--- config.mk ---
export PLATFORM = sky130hd
export DESIGN_NAME = dp_instr_encoder
export DESIGN_NICKNAME = d
export VERILOG_FILES = /design/src/rtl/dp_isa_pkg.sv /design/src/rtl/dp_enc_fifo.sv /design/src/rtl/dp_instr_encoder.sv
export SDC_FILE = /design/constraint.sdc
export NUM_CORES = 1
export LEC_CHECK = 0
export ABC_AREA = 1
export BUFFER_PORTS_ARGS = -buffer_cell sky130_fd_sc_hd__buf_2
export CAP_MARGIN = 10
export CORE_UTILIZATION = 54
export DETAILED_ROUTE_END_ITERATION = 8
export GPL_TIMING_DRIVEN = 0
export PLACE_DENSITY = 0.8
export SLEW_MARGIN = 25
export SYNTH_ARGS = -nofsm -noshare
export SYNTH_HDL_FRONTEND = slang
export SYNTH_SLANG_ARGS = --single-unit
--- constraint.sdc ---
create_clock -name clk -period 3.35 [get_ports clk]
set_input_delay 0.5025 -clock clk [delete_from_list [all_inputs] [get_ports clk]]
set_output_delay 0.5025 -clock clk [all_outputs]
set_load 0.1 [all_outputs]
--- src/rtl/dp_isa_pkg.sv ---
// Shared data-processing ISA definitions: opcodes, format codes, and the
// legality rule set used by both the core decoder and the encoder.
package dp_isa_pkg;

    localparam logic [3:0] OP_AND = 4'h0;
    localparam logic [3:0] OP_EOR = 4'h1;
    localparam logic [3:0] OP_SUB = 4'h2;
    localparam logic [3:0] OP_RSB = 4'h3;
    localparam logic [3:0] OP_ADD = 4'h4;
    localparam logic [3:0] OP_ADC = 4'h5;
    localparam logic [3:0] OP_SBC = 4'h6;
    localparam logic [3:0] OP_RSC = 4'h7;
    localparam logic [3:0] OP_TST = 4'h8;
    localparam logic [3:0] OP_TEQ = 4'h9;
    localparam logic [3:0] OP_CMP = 4'hA;
    localparam logic [3:0] OP_CMN = 4'hB;
    localparam logic [3:0] OP_ORR = 4'hC;
    localparam logic [3:0] OP_MOV = 4'hD;
    localparam logic [3:0] OP_BIC = 4'hE;
    localparam logic [3:0] OP_MVN = 4'hF;

    localparam logic [1:0] FMT_DP0 = 2'd0;
    localparam logic [1:0] FMT_DP1 = 2'd1;
    localparam logic [1:0] FMT_DP2 = 2'd2;
    localparam logic [1:0] FMT_RSV = 2'd3;

    localparam logic [2:0] CLASS_DP_REG = 3'b000;
    localparam logic [2:0] CLASS_DP_IMM = 3'b001;

    localparam logic [3:0] PC = 4'hF;
    localparam logic [3:0] LR = 4'hE;

    // A bundle is legal when it decodes with Und_Ins=0.
    function automatic logic dp_legal(
        input logic [1:0] fmt,
        input logic [3:0] op,
        input logic       s,
        input logic [3:0] rn,
        input logic [3:0] rd
    );
        logic exc_ret;
        logic ok;
        exc_ret = s && (rn == LR) && ((op == OP_MOV) || (op == OP_SUB));
        ok = 1'b1;
        if (fmt == FMT_RSV)              ok = 1'b0;
        if ((op[3:2] == 2'b10) && !s)    ok = 1'b0;
        if ((rd == PC) && !exc_ret)      ok = 1'b0;
        return ok;
    endfunction

endpackage

--- src/rtl/dp_enc_fifo.sv ---
// Small synchronous FIFO with occupancy count; head entry is always visible.
module dp_enc_fifo #(
    parameter int unsigned W     = 40,
    parameter int unsigned DEPTH = 2
) (
    input  logic                     clk,
    input  logic                     rst,
    input  logic                     push,
    input  logic [W-1:0]             push_data,
    input  logic                     pop,
    output logic [W-1:0]             head_data,
    output logic                     valid,
    output logic [$clog2(DEPTH):0]   count
);
    localparam int unsigned PW = $clog2(DEPTH);
    localparam int unsigned CW = PW + 1;

    logic [W-1:0]  mem [DEPTH];
    logic [PW-1:0] wr_ptr;
    logic [PW-1:0] rd_ptr;
    logic          do_push;
    logic          do_pop;

    assign do_push   = push && (count != CW'(DEPTH));
    assign do_pop    = pop && (count != '0);
    assign valid     = (count != '0);
    assign head_data = mem[rd_ptr];

    // Pointers wrap naturally because DEPTH is a power of two.
    always_ff @(posedge clk) begin
        if (rst) begin
            for (int i = 0; i < int'(DEPTH); i++) mem[i] <= '0;
            wr_ptr <= '0;
            rd_ptr <= '0;
            count  <= '0;
        end else begin
            if (do_push) begin
                mem[wr_ptr] <= push_data;
                wr_ptr      <= wr_ptr + PW'(1);
            end
            if (do_pop) rd_ptr <= rd_ptr + PW'(1);
            case ({do_push, do_pop})
                2'b10:   count <= count + CW'(1);
                2'b01:   count <= count - CW'(1);
                default: count <= count;
            endcase
        end
    end

endmodule

--- src/rtl/dp_instr_encoder.sv ---
// Packs decoded data-processing fields into ARM instruction words, drops
// illegal bundles, and queues legal words with sequential IMEM addresses.
module dp_instr_encoder
    import dp_isa_pkg::*;
#(
    parameter int unsigned ADDR_W     = 8,
    parameter int unsigned FIFO_DEPTH = 2,
    parameter int unsigned REJ_W      = 8
) (
    input  logic              clk,
    input  logic              rst,
    input  logic              base_load,
    input  logic [ADDR_W-1:0] base_addr,
    input  logic              in_valid,
    output logic              in_ready,
    input  logic [3:0]        in_cond,
    input  logic [1:0]        in_fmt,
    input  logic [3:0]        in_op,
    input  logic              in_s,
    input  logic [3:0]        in_rn,
    input  logic [3:0]        in_rd,
    input  logic [3:0]        in_rs,
    input  logic [4:0]        in_imm5,
    input  logic [1:0]        in_shift_type,
    input  logic [3:0]        in_rm,
    input  logic [11:0]       in_imm12,
    output logic              out_valid,
    input  logic              out_ready,
    output logic [31:0]       out_word,
    output logic [ADDR_W-1:0] out_addr,
    output logic              rej_pulse,
    output logic [REJ_W-1:0]  rej_count,
    output logic [ADDR_W-1:0] word_count
);
    localparam int unsigned ENTRY_W = 32 + ADDR_W;
    localparam int unsigned CNT_W   = $clog2(FIFO_DEPTH) + 1;

    logic [ADDR_W-1:0]  addr;
    logic [CNT_W-1:0]   fifo_count;
    logic [ENTRY_W-1:0] head;
    logic [31:0]        word;
    logic               accept;
    logic               legal;
    logic               push;

    assign in_ready = !rst && !base_load && (fifo_count < CNT_W'(FIFO_DEPTH));
    assign accept   = in_valid && in_ready;
    assign legal    = dp_legal(in_fmt, in_op, in_s, in_rn, in_rd);
    assign push     = accept && legal;

    // Field packing; reserved format leaves the class bits zero but is never pushed.
    always_comb begin
        word        = '0;
        word[31:28] = in_cond;
        word[24:21] = in_op;
        word[20]    = in_s;
        word[19:16] = in_rn;
        word[15:12] = in_rd;
        case (in_fmt)
            FMT_DP0: begin
                word[27:25] = CLASS_DP_REG;
                word[11:7]  = in_imm5;
                word[6:5]   = in_shift_type;
                word[4]     = 1'b0;
                word[3:0]   = in_rm;
            end
            FMT_DP1: begin
                word[27:25] = CLASS_DP_REG;
                word[11:8]  = in_rs;
                word[7]     = 1'b0;
                word[6:5]   = in_shift_type;
                word[4]     = 1'b1;
                word[3:0]   = in_rm;
            end
            FMT_DP2: begin
                word[27:25] = CLASS_DP_IMM;
                word[11:0]  = in_imm12;
            end
            default: ;
        endcase
    end

    // Address counter, statistics and reject strobe.
    always_ff @(posedge clk) begin
        if (rst) begin
            addr       <= '0;
            word_count <= '0;
            rej_count  <= '0;
            rej_pulse  <= 1'b0;
        end else begin
            rej_pulse <= accept && !legal;
            if (base_load)  addr <= base_addr;
            else if (push)  addr <= addr + ADDR_W'(1);
            if (push) word_count <= word_count + ADDR_W'(1);
            if (accept && !legal && (rej_count != '1))
                rej_count <= rej_count + REJ_W'(1);
        end
    end

    dp_enc_fifo #(
        .W     (ENTRY_W),
        .DEPTH (FIFO_DEPTH)
    ) u_fifo (
        .clk       (clk),
        .rst       (rst),
        .push      (push),
        .push_data ({word, addr}),
        .pop       (out_ready),
        .head_data (head),
        .valid     (out_valid),
        .count     (fifo_count)
    );

    assign out_word = head[ENTRY_W-1:ADDR_W];
    assign out_addr = head[ADDR_W-1:0];

endmodule

==> flow_summary.toml, run 1 <==
[power_and_ir_drop]
leakage_nw = 2.74
power_density_nw_per_um2 = 503
ir_drop_v = 0.000266
p_total_mw = 3.05

[sta]
tns_ns = 0
slew_headroom = 0.359
setup_viol = 0
clock_skew_ns = 0.0182
worst_pin_slew_ns = 0.957
fin_crit_ns = 2.65
period_share = 0.792
rsz0062_at_grt = "no"
fmax_mhz = 377
finalHoldViolCount = 0
report.final.slew_viol_count = 0

[worst_setup_path]
endpoint_kind = "primary output"
reg2reg_to = "u_fifo.mem[0][17]$_SDFFCE_PN0P_"
r2r_start = "u_fifo.count[1]$_SDFFE_PP0P_"
critical_path.max_fanout = 10
crit_type = "reg -> out"
crit_required_ns = 2.85
cpPeakStageDelay_ns = 0.43
slowest_stage = "clkbuf_1"
path_common_cell = "buf_2"
start_kind = "flop"
cp.arrival_ns = 2.15
reg2reg_setup_slack_ns = 0.89
worstPathCellList = "clkbuf_1 -> buf_2 -> mux2_2 -> buf_2"
worst-r2r-cell-count = 8

[grt]
antenna_found_initial = 0
grt.total_usage = 0.227
grt_pass1_vias = 3793
grt_overflow = 0
grt_max_degree = 39
grt_pass1_wl_um = 17500

[yosys]
synth_compound_area_frac = 0.0521
yosys.area.top_type = "edfxtp_1"
synthSimpleGateAreaFrac = 0.197
synth_adder_area_share = 0.00982
synth-seq-cells = 106
synth_cells = 530
post_synth.cell_area_avg_um2 = 9.62
synth_top_family_by_area = "simple AND/OR/NAND/NOR gates"
yosysWarnings = 0
synth-edff-count = 76
synth_top_area_frac = 0.448
synth_area_leaders = "edfxtp_1, dfxtp_1, mux2_2, nor2_1, nand2_1"
synth_cell_types = 30
synthXorXnorAreaFrac = 0.0137
synthArstFlopShare = 0
ys.flop_type = "edfxtp_1"
synth_common_cells = "nor2_1, nand2_1, edfxtp_1"
yosysMostFrequentCell = "nor2_1"
synthMuxAreaShare = 0.0840
yosysSeqAreaShare = 0.566
syn_area_um2 = 5100

[final_layout]
n_antenna_cell = 0
multi_input_area_um2 = 1840
syn2layout_area_growth_pct = 19.1
regArea_um2 = 2880
fillCellCount = 740
drive_gt1_frac = 0.305
final_cell_area_um2 = 6070
fin_nets = 721

[cts]
clk_latency_ns = 0.37
cts_setup_buffers = 0
cts_tree = "done"
clkTransAtPathRegs_ns = 0.09
cts_sinks = 106
clock_tree.buffer_depth = 2
cts.hold.buffers_added = 0
h-tree-depth = 3
cts-resized-gates = 0
root_buffer = "clkbuf_8"
cts_made_buffers = 9

[place]
io_buffers = 115
hpwl_um = 7660
place_congestion = 0.873
placed_area_um2 = 5850

[floorplan]
ioPinCount = 118
start_util = 0.554
placementRows = 35
die_y_um = 99.1
die_area_um2 = 9830
fp.dieW_um = 99.1
coreArea_um2 = 9200

[drt]
avgRoutedWirePerCell_um = 13.9
drc = 0
vias_per_cell = 5.13
drtIter0Drc = 171
vias = 3974
drt_first_pass_iters = 5
wl_um = 10700
antenna_left = 0

[hold_path]
hold_class = "in -> reg"
min-delay-start = "in_valid"
hold_depth = 3
timing.hold.worst_endpoint = "rej_pulse$_SDFF_PP0_"

[status]
status = "complete, no violations"

[run]
cap_viol_max_count = 0
## through the flow
stage / hold slack, ns / util / std cells / setup WS, ns
detailed placement: 0.452 / 0.636 / 758 / 0.489
CTS: 0.411 / 0.660 / 774 / 0.670
floorplan: 0.426 / - / 531 / 0.0143
global placement: 0.438 / 0.633 / 757 / -0.150
global route: 0.421 / 0.660 / 774 / 0.544
finish: 0.428 / 0.660 / 774 / 0.698
## cells in the final DEF, fill, tap and decap left out, drive strengths merged
master,synthesis,layout
a221oi,4,4
xnor2,3,3
clkinvlp,0,2
inv,62,63
edfxtp,76,76
xor2,5,5
o21ai,12,12
o21bai,1,1
a21oi,22,22
mux2,38,38
nor3,2,2
or2,2,2
buf,16,132
nor2,110,110
bufinv,0,2
nand2,90,90
ha,4,4
conb,1,2
dfxtp,30,30
nand3b,1,1
a22o,6,6
nand3,29,29
clkinv,1,2
clkbuf,8,18
nand4,7,7
## layer usage
metal / GRT usage / vias up / share of wire / wire length, um
met4: 0.0600 / 0 / 0.0078 / 84
met2: 0.394 / 127 / 0.49 / 5300
met5: 0 / - / 0 / 0
met1: 0.293 / 1837 / 0.44 / 4760
li1: - / 2002 / - / -
met3: 0.0436 / 8 / 0.056 / 604
## power by group
group	internal [mW]	switching [mW]	leakage (nW)
Clock	0.423	0.430	0.103
Combinational	0.156	0.561	1.60
Sequential	1.46	0.0236	1.03
## state kept, by name (all words and copies together) (netlist names), named ones only
signal and count:
u_fifo.wr_ptr 1, word_count 8, u_fifo.mem 76, rej_count 8
rej_pulse 1, u_fifo.count 2, addr 8, u_fifo.rd_ptr 1
## cell type report
cell class                 instances  share of cell area
buffer                            24              0.0256
sequential                       106               0.475
clock buffer                      10              0.0210
tap                              111              0.0229
multi-input combinational        338               0.303
timing repair buffer             116              0.0994
inverter                          63              0.0390
clock inverter                     6              0.0146
## critical path: cells and delay by family, from the launching register on
family | cells | cell delay [ns]
multiplexers | 1 | 0.37
buffers and inverters | 3 | 1.09
flip-flops | 1 | 0.33
## worst max path at each step
| stage | slack [ns] | start | endpoint |
|---|---|---|---|
| finish | 0.70 | flop | out_word[9] |
| global route | 0.54 | flop | out_word[30] |
| CTS | 0.67 | flop | out_word[24] |
| detailed placement | 0.49 | in_rn[0] | u_fifo.mem[0][11]$_SDFFCE_PN0P_ |
| global placement | -0.15 | in_fmt[1] | u_fifo.mem[1][13]$_SDFFCE_PN0P_ |
| floorplan | 0.01 | rst | u_fifo.mem[1][0]$_SDFFCE_PN0P_ |
## cell families after synthesis
group           after synthesis
compound gates               45
xor+xnor                      8
fa+ha+maj                     4
buf+inv                      87
flops                       106
mux                          38
other cells                   1
simple gates                241
No activity file was read; power rests on OpenSTA's default activity.
==> inputs of run 2 (changes only) <==
--- a/config.mk
+++ b/config.mk
@@ -8,10 +8,10 @@
 export ABC_AREA = 1
 export BUFFER_PORTS_ARGS = -buffer_cell sky130_fd_sc_hd__buf_2
 export CAP_MARGIN = 10
-export CORE_UTILIZATION = 54
+export CORE_UTILIZATION = 49
 export DETAILED_ROUTE_END_ITERATION = 8
 export GPL_TIMING_DRIVEN = 0
-export PLACE_DENSITY = 0.8
+export PLACE_DENSITY = 0.77
 export SLEW_MARGIN = 25
 export SYNTH_ARGS = -nofsm -noshare
 export SYNTH_HDL_FRONTEND = slang
==> constraint.sdc (replaced) <==
create_clock -name clk -period 2.15 [get_ports clk]
set_input_delay 0.3225 -clock clk [delete_from_list [all_inputs] [get_ports clk]]
set_output_delay 0.3225 -clock clk [all_outputs]
set_load 0.1 [all_outputs]
==> run 2 against run 1 <==
Net effect:
- cell count increased by 2.8%
- clock power increased by 34%
- global-route usage decreased by 1.9 points
- first-iteration DRC count increased by 2.3%
- clock skew decreased by 0.011 ns
- combinational power increased by 62%
- critical endpoint is now out_word[20]
==> flow_summary.toml, run 2 (same netlist as run 1, synthesis figures left out) <==
[power_and_ir_drop]
power_density_nw_per_um2 = 747
leakage_nw = 2.76
p_total_mw = 4.61
ir_drop_v = 0.000362

[drt]
vias_per_cell = 5.04
drtIter0Drc = 175
vias = 4012
avgRoutedWirePerCell_um = 13.8
antenna_left = 0
drc = 0
drt_first_pass_iters = 4
wl_um = 11000

[cts]
cts_made_buffers = 9
root_buffer = "clkbuf_8"
cts_tree = "done"
cts_sinks = 106
clock_tree.buffer_depth = 2
clkTransAtPathRegs_ns = 0.10
clk_latency_ns = 0.37
h-tree-depth = 3
cts_setup_buffers = 0

[place]
placed_area_um2 = 5920
place_congestion = 0.881
hpwl_um = 7630
io_buffers = 115

[floorplan]
die_area_um2 = 10800
ioPinCount = 118
placementRows = 36
die_y_um = 104
fp.dieW_um = 104
coreArea_um2 = 9910
start_util = 0.514

[worst_setup_path]
cpPeakStageDelay_ns = 0.36
worstPathCellList = "clkbuf_4 -> buf_4 -> mux2_2 -> buf_4"
worst-r2r-cell-count = 9
cp.arrival_ns = 1.76
crit_type = "reg -> out"
path_common_cell = "buf_4"
endpoint_kind = "primary output"
start_kind = "flop"
crit_required_ns = 1.83
reg2reg_to = "u_fifo.mem[1][0]$_SDFFCE_PN0P_"
reg2reg_setup_slack_ns = 0.14
r2r_start = "u_fifo.count[1]$_SDFFE_PP0P_"
critical_path.max_fanout = 10
slowest_stage = "mux2_2"

[final_layout]
final_common_cell = "nor2_1"
final_cell_mix = "nor2_1, buf_2, nand2_1"
regArea_um2 = 2890
drive_gt1_frac = 0.314
final_cell_area_um2 = 6170
fillCellCount = 828
multi_input_area_um2 = 1890
largest_reg_flops = 76
n_antenna_cell = 0
fin_nets = 721
syn2layout_area_growth_pct = 21.0
regMostFlops = "u_fifo.mem"
finish.utilization = 0.622

[grt]
grt_pass1_vias = 3833
grt_max_degree = 39
grt_overflow = 0
grt.total_usage = 0.208
antenna_found_initial = 0
grt_pass1_wl_um = 17900

[hold_path]
hold_class = "in -> reg"
hold_depth = 3
timing.hold.worst_endpoint = "rej_pulse$_SDFF_PP0_"
min-delay-start = "in_valid"

[run]
cap_viol_max_count = 0

[sta]
fin_crit_ns = 2.08
period_share = 0.968
tns_ns = 0
fmax_mhz = 481
slew_headroom = 0.331
worst_pin_slew_ns = 1.00
clock_skew_ns = 0.00743
finalHoldViolCount = 0
setup_viol = 0
report.final.slew_viol_count = 0
rsz0062_at_grt = "yes"

[status]
status = "complete, no violations"
run 2: where the power goes:
| group | switching, mW | total (mW) | leakage (nW) | internal (mW) |
|---|---|---|---|---|
| Combinational | 0.887 | 1.16 | 1.63 | 0.274 |
| Clock | 0.699 | 1.14 | 0.0927 | 0.439 |
| Sequential | 0.0364 | 2.31 | 1.03 | 2.27 |
| Total | 1.62 | 4.61 | 2.76 | 2.99 |
run 2: metrics by stage:
| stage | std cells | hold WS (ns) | setup WS [ns] |
|---|---|---|---|
| floorplan | 531 | 0.426 | -0.347 |
| global placement | 779 | 0.438 | -0.139 |
| detailed placement | 779 | 0.443 | -0.154 |
| CTS | 795 | 0.248 | 0.000234 |
| global route | 796 | 0.269 | -0.0153 |
| finish | 796 | 0.266 | 0.0693 |
run 2: worst max-delay path: cells and delay by family, from the launching register on:
family                 cells  cell delay, ns
buffers and inverters      3            0.69
flip-flops                 1            0.33
multiplexers               1            0.36
run 2: routing by layer:
| layer | global-route usage | wire length, um | vias to the layer above |
|---|---|---|---|
| met2 | 0.363 | 5320 | 134 |
| met1 | 0.262 | 4920 | 1864 |
| met5 | 0 | 0 | - |
| met4 | 0.0633 | 166 | 0 |
| met3 | 0.0357 | 564 | 15 |
| li1 | - | - | 1999 |
run 2: repair_timing:
action,in CTS,in global routing
setup endpoints to repair,38,52
hold buffers,0,0
pin swaps,0,0
gates cloned,0,1
resized for setup,11,28
run 2: worst max-delay path by stage:
stage / slack, ns / start / to / cells after the start
2_1_floorplan: -0.35 / base_load / u_fifo.mem[0][0]$_SDFFCE_PN0P_ / 8
3_5_place_dp: -0.15 / in_rn[0] / u_fifo.mem[1][11]$_SDFFCE_PN0P_ / 12
5_1_grt: -0.02 / u_fifo.count[1]$_SDFFE_PP0P_ / u_fifo.mem[1][0]$_SDFFCE_PN0P_ / 9
4_1_cts: 0.0002 / flop / out_word[25] / 4
3_3_place_gp: -0.14 / in_fmt[1] / u_fifo.mem[1][11]$_SDFFCE_PN0P_ / 10
6_report: 0.07 / flop / out_word[20] / 4
run 2: cell type report:
type                    count  share of cell area
plain buffers              24              0.0300
clock buffers              10              0.0207
clock inverters             6             0.00832
inverters                  63              0.0385
multi-input cells         339               0.306
flip-flops and latches    106               0.468
well taps                 133              0.0270
repair buffers            115               0.101
